--- config.mk ---
export PLATFORM = sky130hd
export DESIGN_NAME = instr_encoder_loader
export DESIGN_NICKNAME = d
export VERILOG_FILES = /design/src/rtl/instr_encoder_loader.sv
export SDC_FILE = /design/constraint.sdc
export NUM_CORES = 1
export LEC_CHECK = 0
export ABC_AREA = 1
export BUFFER_PORTS_ARGS = -buffer_cell sky130_fd_sc_hd__clkbuf_2
export CELL_PAD_IN_SITES_DETAIL_PLACEMENT = 0
export CELL_PAD_IN_SITES_GLOBAL_PLACEMENT = 2
export CORE_ASPECT_RATIO = 0.6
export CORE_MARGIN = 2
export CORE_UTILIZATION = 27
export DETAILED_ROUTE_END_ITERATION = 16
export PLACE_DENSITY = 0.86
export SETUP_SLACK_MARGIN = 0.4
export SYNTH_ARGS = -nofsm -noshare
export SYNTH_HDL_FRONTEND = slang
export SYNTH_SLANG_ARGS = --single-unit
--- constraint.sdc ---
create_clock -name clk -period 1.9 [get_ports clk]
set_input_delay 0.285 -clock clk [delete_from_list [all_inputs] [get_ports clk]]
set_output_delay 0.285 -clock clk [all_outputs]
set_load 0.01 [all_outputs]
--- src/rtl/instr_encoder_loader.sv ---
// Encodes symbolic KGP-RISC instructions and writes them sequentially into instruction memory.
// One word per two cycles; in_ready drops while the registered word is being written.
module instr_encoder_loader #(
  parameter int ADDR_W    = 10,
  parameter int BASE_ADDR = 0
) (
  input  logic              clk,
  input  logic              rst,
  input  logic              start,
  input  logic              in_valid,
  output logic              in_ready,
  input  logic [4:0]        op_sel,
  input  logic [4:0]        rs,
  input  logic [4:0]        rt,
  input  logic [25:0]       imm,
  input  logic              in_last,
  output logic              mem_we,
  output logic [ADDR_W-1:0] mem_addr,
  output logic [31:0]       mem_wdata,
  output logic              busy,
  output logic              done,
  output logic              err,
  output logic [1:0]        err_code,
  output logic [ADDR_W:0]   word_count
);

  localparam logic [ADDR_W-1:0] BASE      = ADDR_W'(BASE_ADDR);
  localparam logic [ADDR_W-1:0] LAST_ADDR = '1;

  typedef enum logic [2:0] {S_IDLE, S_LOAD, S_WRITE, S_DONE, S_ERR} state_t;

  state_t      state;
  logic        last_q;
  logic [5:0]  opcode;
  logic [31:0] enc_word;
  logic [1:0]  enc_code;

  // Encoder: enc_code is nonzero when the request cannot be encoded.
  always_comb begin
    enc_word = '0;
    enc_code = 2'd0;
    opcode   = 6'd0;
    if (op_sel >= 5'd28) begin
      enc_code = 2'd1;
    end else if (op_sel <= 5'd11) begin
      enc_word = {6'd0, rs, rt, 5'd0, 6'd0, op_sel};
      if (op_sel == 5'd4 || op_sel == 5'd5 || op_sel == 5'd8)
        enc_word[15:11] = imm[4:0];
    end else begin
      opcode = {1'b0, op_sel} - 6'd11;
      case (opcode)
        6'd1, 6'd2, 6'd15, 6'd16: begin
          enc_word = {opcode, rs, rt, imm[15:0]};
          if (!((&imm[25:15]) || !(|imm[25:15])))
            enc_code = 2'd2;
        end
        6'd4, 6'd14: enc_word = {opcode, rs, 21'd0};
        default:     enc_word = {opcode, imm};
      endcase
    end
  end

  always_ff @(posedge clk) begin
    if (rst) begin
      state      <= S_IDLE;
      in_ready   <= 1'b0;
      mem_we     <= 1'b0;
      mem_addr   <= BASE;
      mem_wdata  <= '0;
      busy       <= 1'b0;
      done       <= 1'b0;
      err        <= 1'b0;
      err_code   <= 2'd0;
      word_count <= '0;
      last_q     <= 1'b0;
    end else begin
      case (state)
        S_IDLE, S_DONE, S_ERR: begin
          if (start) begin
            state      <= S_LOAD;
            in_ready   <= 1'b1;
            busy       <= 1'b1;
            done       <= 1'b0;
            err        <= 1'b0;
            err_code   <= 2'd0;
            mem_addr   <= BASE;
            word_count <= '0;
          end
        end
        S_LOAD: begin
          if (in_valid && in_ready) begin
            in_ready <= 1'b0;
            if (enc_code != 2'd0) begin
              state    <= S_ERR;
              busy     <= 1'b0;
              err      <= 1'b1;
              err_code <= enc_code;
            end else begin
              state     <= S_WRITE;
              mem_we    <= 1'b1;
              mem_wdata <= enc_word;
              last_q    <= in_last;
            end
          end
        end
        S_WRITE: begin
          mem_we     <= 1'b0;
          word_count <= word_count + 1'b1;
          // The address saturates at the top of memory rather than wrapping.
          if (mem_addr != LAST_ADDR)
            mem_addr <= mem_addr + 1'b1;
          if (last_q) begin
            state <= S_DONE;
            busy  <= 1'b0;
            done  <= 1'b1;
          end else if (mem_addr == LAST_ADDR) begin
            state    <= S_ERR;
            busy     <= 1'b0;
            err      <= 1'b1;
            err_code <= 2'd3;
          end else begin
            state    <= S_LOAD;
            in_ready <= 1'b1;
          end
        end
        default: state <= S_IDLE;
      endcase
    end
  end

endmodule

==> results.txt, run 1 <==
- In the post-route analysis, the smallest setup slack over all paths is 0.331 ns.
- Summing the areas of all xor and xnor instances in the mapped netlist gives 0.470% of the synthesized area.
- Largest area contributor in the synthesized netlist: dfxtp_1
- Number of core rows: 33
* Routed via count: 4220
* Fill count: approximately 1400
- The synthesized netlist devotes 10.7% of its cell area to compound gates.
- EDFF count, synth: 0
- For this run, the post-layout net count is 818.
* Cell area after placement: 4840 um2
- IO Count: approximately 110
* Area of the core: 13600 um2
- CP peak stage delay: roughly 0.21 ns
- Final std cell area, no fill: 6060 um2
- Net switching is 35.7% of the power.
* Met1 track demand over resource in global routing: between 20% and 30%
- Walking the worst path, the cells encountered are clkbuf_16 > ha_4 > nand4_1 > nand2_4 > nor2_4 > nand2_4 > nand2_4 > nand2_4 > nand3_4 > buf_12 > a21oi_1 > nor2_1.
- VDD IR-drop max: 470 uV
- The count of nets left with antenna violations once routing finished came out at 0.
* Dominant combinational cell family by area after synthesis: simple AND/OR/NAND/NOR gates
* Initial antenna violation count: 0
- The count of cells in the finished layout, fillers not included, comes to 945.
* Async SR Flop Fraction: 0%
- Sequential cells burn a little over a quarter of the power.
* Gate Count Post-Synth: 587
- The die is around 95 um tall.
- Cell Count Post-Placement: between 800 and 900
* Syn_nets: 640
- Summing every instance area after synthesis gives around 3700 um2.
* Rel. slew slack: between 70 and 80%
- Setup violations remaining at the end of the flow were counted as 0.
* Worst setup EP type: flip-flop
* Number of antenna cells inserted: 0
- For this run, design rule violations remaining after detail routing come to 0.
* DP Wirelength: between 8000 and 9000 um
* Pre-CTS WS: -0.128 ns
* Crit Path Class: input pin to flip-flop
- After detailed routing, the average wire length per cell comes to 13.7 um.
* H-tree depth: 3
* CTS Buf Count: 9
- Most common cell after layout, fill and taps aside: nand2_1
- The library cells used most frequently in the layout, excluding fill and tap cells, are 133 x nand2_1, 102 x clkbuf_2, 84 x inv_1.
* Maximum Capacitance Violations: 0
- By area the synthesized netlist is led by dfxtp_1 34%, nand2_1 16%, inv_1 11%, nor2_1 7.2%, nand3_1 5.8%.
- The share of synthesized area in the top cell type comes to 34.4%.
* Crit path max fanout: 24
- The clock network accounts for 32.5% of the total power.
* Family with the most delay on the worst path: simple AND/OR/NAND/NOR gates
- Cells fill 44.6% of the core in the end.
* Sequential cell area fraction in the yosys report: 34.4%
* Detailed Route Iter0 Violations: 176
* Highest Clock Rate: 0.637 GHz
* Required time reported for the critical path endpoint: 2.13 ns
- Busiest metal layer after global routing: met2
- Global routing used 5.18% of the available met3 tracks.
- Proportion of layout cells with a drive suffix above 1: 45.7%
- Initial Util: between 20% and 30%
* Clk slew on worst S/H paths: 0.06 ns
- Cell Int Power: 3970 uW
- WL final: approximately 13000 um
* CTS tree: done
* Leak pwr: 0.00300 uW
- Share of synthesized area spent on multiplexers: 0%
- Mapped Avg Cell Area: 6.35 um2
- From left edge to right edge, the die measures 156 um.
- At the worst endpoint, the arrival time is 1.80 ns.
* First-pass GRT wire length: 19100 um
* Adder and majority gate portion of the synthesized area: under 10%
- Worst hold-check path type: input pin to flip-flop
- For this run, the detailed router's first-pass iteration total came to 4.
- Power per Cell Area: 1020 nW/um2
* Clock Latency Late Sink: 0.34 ns
* Pin count of the biggest net entering global routing: 25
- Clock tree synthesis found a total of between 60 and 70 sinks.
- Result of the run: finished clean
- The number of buffers and inverters on the critical path is 2.
- Vias in the first global route: 3777
- Worst Setup Start Kind: input pin
* Worst clock skew: 0.00648 ns
* Synthesis-stage register bit count: 64
* Most common cell on crit path: nand2_4
- Post-synth top flop: dfxtp_1
- Die area: 14800 um2
- Of the available clock period, the critical path in the final layout requires between 80% and 90%.
- Per report_power, the combinational group accounts for 40.8% of the total.
- Unrepaired setup endpoints after global routing: true
- For this run the aggregate overflow at the end of global routing stands at 0.
* Net Sw Power: 2200 uW
- The longest clock path from root to sink contains 2 buffers.
- Hold-fix buffer count after cts: 0
- Synthesis Warnings: 0
- Post-synthesis simple-gate area fraction: 38.6%
* GRT Util Overall: 16.5%
- In the global route stage, met2 resource usage came out at 23.7%.
- Relative area change from synthesis to final layout: 62.6%
- The synthesized netlist contains 34 unique library cells.
* Quantity of I/O buffers inserted on ports: 105
- Subtracting the final worst setup slack from the clock period gives between 1.5 and 2 ns.
* RD Place Congestion: 0.833
- Hold Vio Cnt, Final: 0
* Final max-slew violation count: 0
* Slowest stage cell, crit path: buf_12
* Pin slew with the least headroom to its limit: 0.326 ns
* Root buffer selected by CTS: clkbuf_16
- After detailed routing, the number of vias per cell comes to 4.47.
==> Yosys cell counts, types with 2 or more instances <==
master and count:
o21ai_0 9, ha_1 7, nand3_2 4, nand2_4 6, a21oi_2 7, nand4_1 7, nor3_1 14, clkbuf_1 7
xor2_1 2, a211oi_1 5, nor2_1 72, a22oi_1 2, inv_1 105, nand2_2 8, buf_4 6, nand3_1 43
buf_2 2, nand2_1 163, dfxtp_1 64, a21oi_1 39, inv_2 2
==> area by class of cell <==
class / instances / area [um2] / area share, %
flip-flops and latches: 64 / 1310 / 21.6
multi-input cells: 399 / 2440 / 40.3
well taps: 175 / 219 / 3.61
clock buffers: 13 / 292 / 4.81
repair buffers: 183 / 1310 / 21.5
inverters: 108 / 420 / 6.94
clock inverters: 3 / 68.8 / 1.14
==> power groups by stage <==
stage	registers [uW]	clock network [uW]	logic (uW)
CTS	1620	2050	2070
detailed placement	1630	0	1730
global placement	1630	0	1720
finish	1650	2010	2510
global route	1670	2110	2770
floorplan	1680	0	986
==> tightest hold or removal path, delay by kind of cell <==
| family | cells | cell delay (ns) |
|---|---|---|
| buffers and inverters | 1 | 0.08 |
| AO/OA/AOI/OAI | 1 | 0.04 |
| AND/OR/NAND/NOR | 1 | 0.06 |
==> worst paths after layout <==
path | to | depth (start not counted) | slack, ns | startpoint
max reg2reg | mem_addr[9] | 11 | 0.33 | mem_addr[1]
max | mem_wdata[14] | 12 | 0.33 | op_sel[0]
min reg2reg | err_code[1] | 2 | 0.45 | err_code[1]
min | last_q | 3 | 0.18 | in_last
==> what timing repair did <==
item                       in CTS  in global routing
buffers inserted               19                 13
pin swaps                      26                 48
setup endpoints to repair      57                 63
resized for setup              64                109
cloned                          1                  3
==> state kept, by name (all words and copies together), names as in the netlist <==
| register | flops |
|---|---|
| mem_we | 1 |
| done | 1 |
| busy | 1 |
| err_code | 2 |
| mem_wdata | 32 |
| word_count | 11 |
| mem_addr | 10 |
| err | 1 |
| in_ready | 1 |
| state | 3 |
| last_q | 1 |
==> metal layers <==
layer | share of wire, % | vias to the layer above
met4 | 1.0 | 0
li1 | - | 2179
met5 | 0 | -
met1 | 51 | 1928
met2 | 41 | 99
met3 | 7.0 | 14
==> logic make-up (layout without fill, tap and decap cells) <==
logic type	after synthesis	count (layout)
AO/OA/AOI/OAI	68	68
XOR/XNOR	2	2
adder cells (fa/ha/maj)	7	7
buffers and inverters	124	307
flip-flops	64	64
AND/OR/NAND/NOR	322	322
==> stage by stage <==
step | hold WS (ns) | TNS [ns] | power (uW)
6_report | 0.180 | 0 | 6170
5_1_grt | 0.184 | 0 | 6550
4_1_cts | 0.170 | 0 | 5740
3_5_place_dp | 0.443 | -2.21 | 3360
3_3_place_gp | 0.434 | -0.273 | 3340
2_1_floorplan | 0.421 | 0 | 2670
No activity file was read; power rests on OpenSTA's default activity.
==> inputs of run 2 (changes only) <==
clock period = 1.5 ns   (was 1.9 ns; I/O delays follow)
==> run 2 against run 1 <==
The run now ends with setup timing left; critical path depth increased by 1; register-to-register slack got worse by 0.41 ns; highest routed layer unchanged; routed wire length is 5.7% higher.
==> results.txt, run 2 (same netlist as run 1, synthesis figures left out) <==
- Result of the run: finished with violations
* Failing checks: setup timing
- Routed via count: 4431 (+5.0%)
- CTS Buf Count: 9 (unchanged)
- The number of vias per cell after detailed routing was 4.43 (-0.87%).
- The clock transition at the register clock pins on the worst setup and hold paths after CTS came to 0.05 ns (about the same).
- The standard cell core area is 13600 um2 (unchanged).
- Hold Vio Cnt, Final: 0 (unchanged)
- The clock latency on the worst-skew pair is 0.33 ns (about the same).
- Top library cells by usage in the layout, fill and taps aside: 128 x nand2_1, 90 x clkbuf_2, 86 x inv_1, 86 x buf_4, 50 x nor2_1
- Unrepaired setup endpoints after global routing: true
- Initial antenna violation count: 0 (unchanged)
- H-tree depth: 3 (unchanged)
- Routed length per instance: 13.6 um (-0.22%)
- The required time of the worst setup path is 1.72 ns (-0.41 ns).
- Worst clock skew: 0.00771 ns (+0.00123 ns)
- The utilization of the core after routing is 49.7% (+5.1 points).
* Minimum setup slack in the final design: -0.0872 ns (-0.418 ns)
- The global-route wire length before repair came to 21600 um (+13%).
* Max reg flops: 32 (unchanged)
* Final critical-path share of the clock period: 106%
* Pre-CTS WS: -0.455 ns (-0.327 ns)
- DP Wirelength: 9180 um (+4.5%)
* Worst hold slack: 0.135 ns (-0.0453 ns)
* Detailed Route Iter0 Violations: 163 (-7.4%)
- Post-detailed-route count of antenna-violating nets: 0 (unchanged)
* Relative area change from synthesis to final layout: 81.0%
* Family with the most delay on the worst path: simple AND/OR/NAND/NOR gates
- Critical path buffer and inverter count: 4 (+2)
- The number of sinks on the clock net was 64 (unchanged).
* IO Count: 106 (unchanged)
- Quantity of I/O buffers inserted on ports: 105 (unchanged)
* CP peak stage delay: 0.17 ns (-0.04 ns)
- The via count of the first global-routing pass came to 4290 (+14%).
- The standard-cell row count is 33 (unchanged).
* Worst hold-check path type: input pin to flip-flop
- Reg with most FFs: mem_wdata
- The post-cts hold buffer count came to 0 (unchanged).
* Most common cell after layout, fill and taps aside: nand2_1
- The remaining design rule violation count came to 0 (unchanged).
- The worst setup path is launched from an input pin.
- The peak fanout along the critical path came to 8 (-67%).
- Proportion of layout cells with a drive suffix above 1: 53.1% (+7.4 points)
- Root buffer selected by CTS: clkbuf_16
- Nets@finish: 874 (+6.8%)
* Die area: 14800 um2 (unchanged)
- WP data arrival: 1.81 ns (about the same)
- Crit Path Class: input pin to flip-flop
* Power per Cell Area: 1140 nW/um2 (+12%)
* Slowest stage cell, crit path: ha_4
* WL final: 13600 um (+5.7%)
- Maximum Capacitance Violations: 0 (unchanged)
* Leak pwr: 0.00332 uW (+11%)
- The total inserted antenna cells was 0 (unchanged).
- The starting utilization of the core area was 27.4% (unchanged).
- The final setup violation count was 41 (+41).
- Largest registers: mem_wdata x32, word_count x11, mem_addr x10
* Max clock buf depth: 2 (unchanged)
* Final max-slew violation count: 0 (unchanged)
* Worst-path cell chain: clkbuf_16 > ha_4 > nand4_1 > buf_4 > nand3_4 > nor2_4 > nand3_4 > buf_12 > buf_12 > nand2_1 > nand2_2 > a21oi_2 > nor2_1
- Die Width: 156 um (unchanged)
- Highest Clock Rate: 0.630 GHz
- Pin count of the biggest net entering global routing: 22 (-12%)
- The routability congestion estimate from global placement is 0.811 (-2.7%).
* Number of detailed-routing iterations run before antenna repair: 4 (unchanged)
- Die Y-Extent: 95.0 um (unchanged)
- GRT Util Overall: 18.7% (+2.2 points)
- The worst setup path is captured at a flip-flop.
- The leftover overflow at the end of global routing is 0 (unchanged).
- The actual slew at the worst max-slew pin is 0.450 ns (+0.123 ns).
- Rel. slew slack: 70.0% (-8.1 points)
* CTS tree: done
- The peak supply drop came to 660 uV (+41%).
* Post-layout minimum cycle time: 1.59 ns
-- run 2: changes by cell type in the layout (fill, tap and decap cells not counted), moves of 5 or more --
cell	previous run	this run
clkbuf_2	102	90
dfxtp_1	54	42
nand2_2	25	34
nand2_1	133	128
a21oi_2	17	25
dfxtp_2	3	9
dfxtp_4	7	13
buf_4	55	86
buf_6	15	47
a21oi_1	28	19
-- run 2: worst register-to-register path, delay by kind of cell (launching register included) --
kind	cells	cell delay, ns
AO/OA/AOI/OAI	1	0.14
adder cells (fa/ha/maj)	1	0.14
buffers and inverters	2	0.19
flip-flops	1	0.35
AND/OR/NAND/NOR	7	0.63
-- run 2: stage by stage --
stage / power [uW] / TNS [ns] / instance area (um2) / std cells
2_1_floorplan: 3540 / -1.12 / 3960 / 587
3_3_place_gp: 4600 / -13.30 / 5270 / 935
3_5_place_dp: 4630 / -15.38 / 5270 / 935
4_1_cts: 7490 / -0.578 / 6450 / 994
5_1_grt: 8180 / -7.05 / 6750 / 1001
6_report: 7710 / -1.27 / 6750 / 1001
-- run 2: timing repair --
action                     CTS  global route
setup buffers               37             7
gates resized for setup    144            75
gates cloned                 6             0
setup endpoints to repair   80            82
pin swaps                   53            36
-- run 2: area by class of cell --
cell class	instances	area, um2
fill	1307	6840
multi-input combinational	399	2530
timing repair buffer	239	1960
sequential	64	1340
inverter	108	418
clock buffer	12	236
tap	175	219
clock inverter	4	45.0
-- run 2: final timing paths --
| check | from | endpoint | slack (ns) | cells after the start |
|---|---|---|---|---|
| max reg2reg | mem_addr[1] | mem_addr[7] | -0.08 | 11 |
| max | op_sel[0] | mem_wdata[15] | -0.09 | 13 |
| min | in_last | last_q | 0.14 | 3 |
| min reg2reg | mem_wdata[31] | mem_wdata[31] | 0.46 | 2 |
-- run 2: report_power, final --
part           switching (uW)  internal (uW)  total, uW
Sequential                151           1890       2050
Combinational            1910           1700       3610
Clock                     779           1280       2060
Total                    2840           4870       7710
-- run 2: routing by layer --
metal / part of all wire, % / up-vias / GRT usage (%)
met5: 0 / - / 0
met1: 51 / 2016 / 26.3
met3: 5.6 / 10 / 4.77
met2: 42 / 105 / 28.9
li1: - / 2300 / -
met4: 0.95 / 0 / 4.28
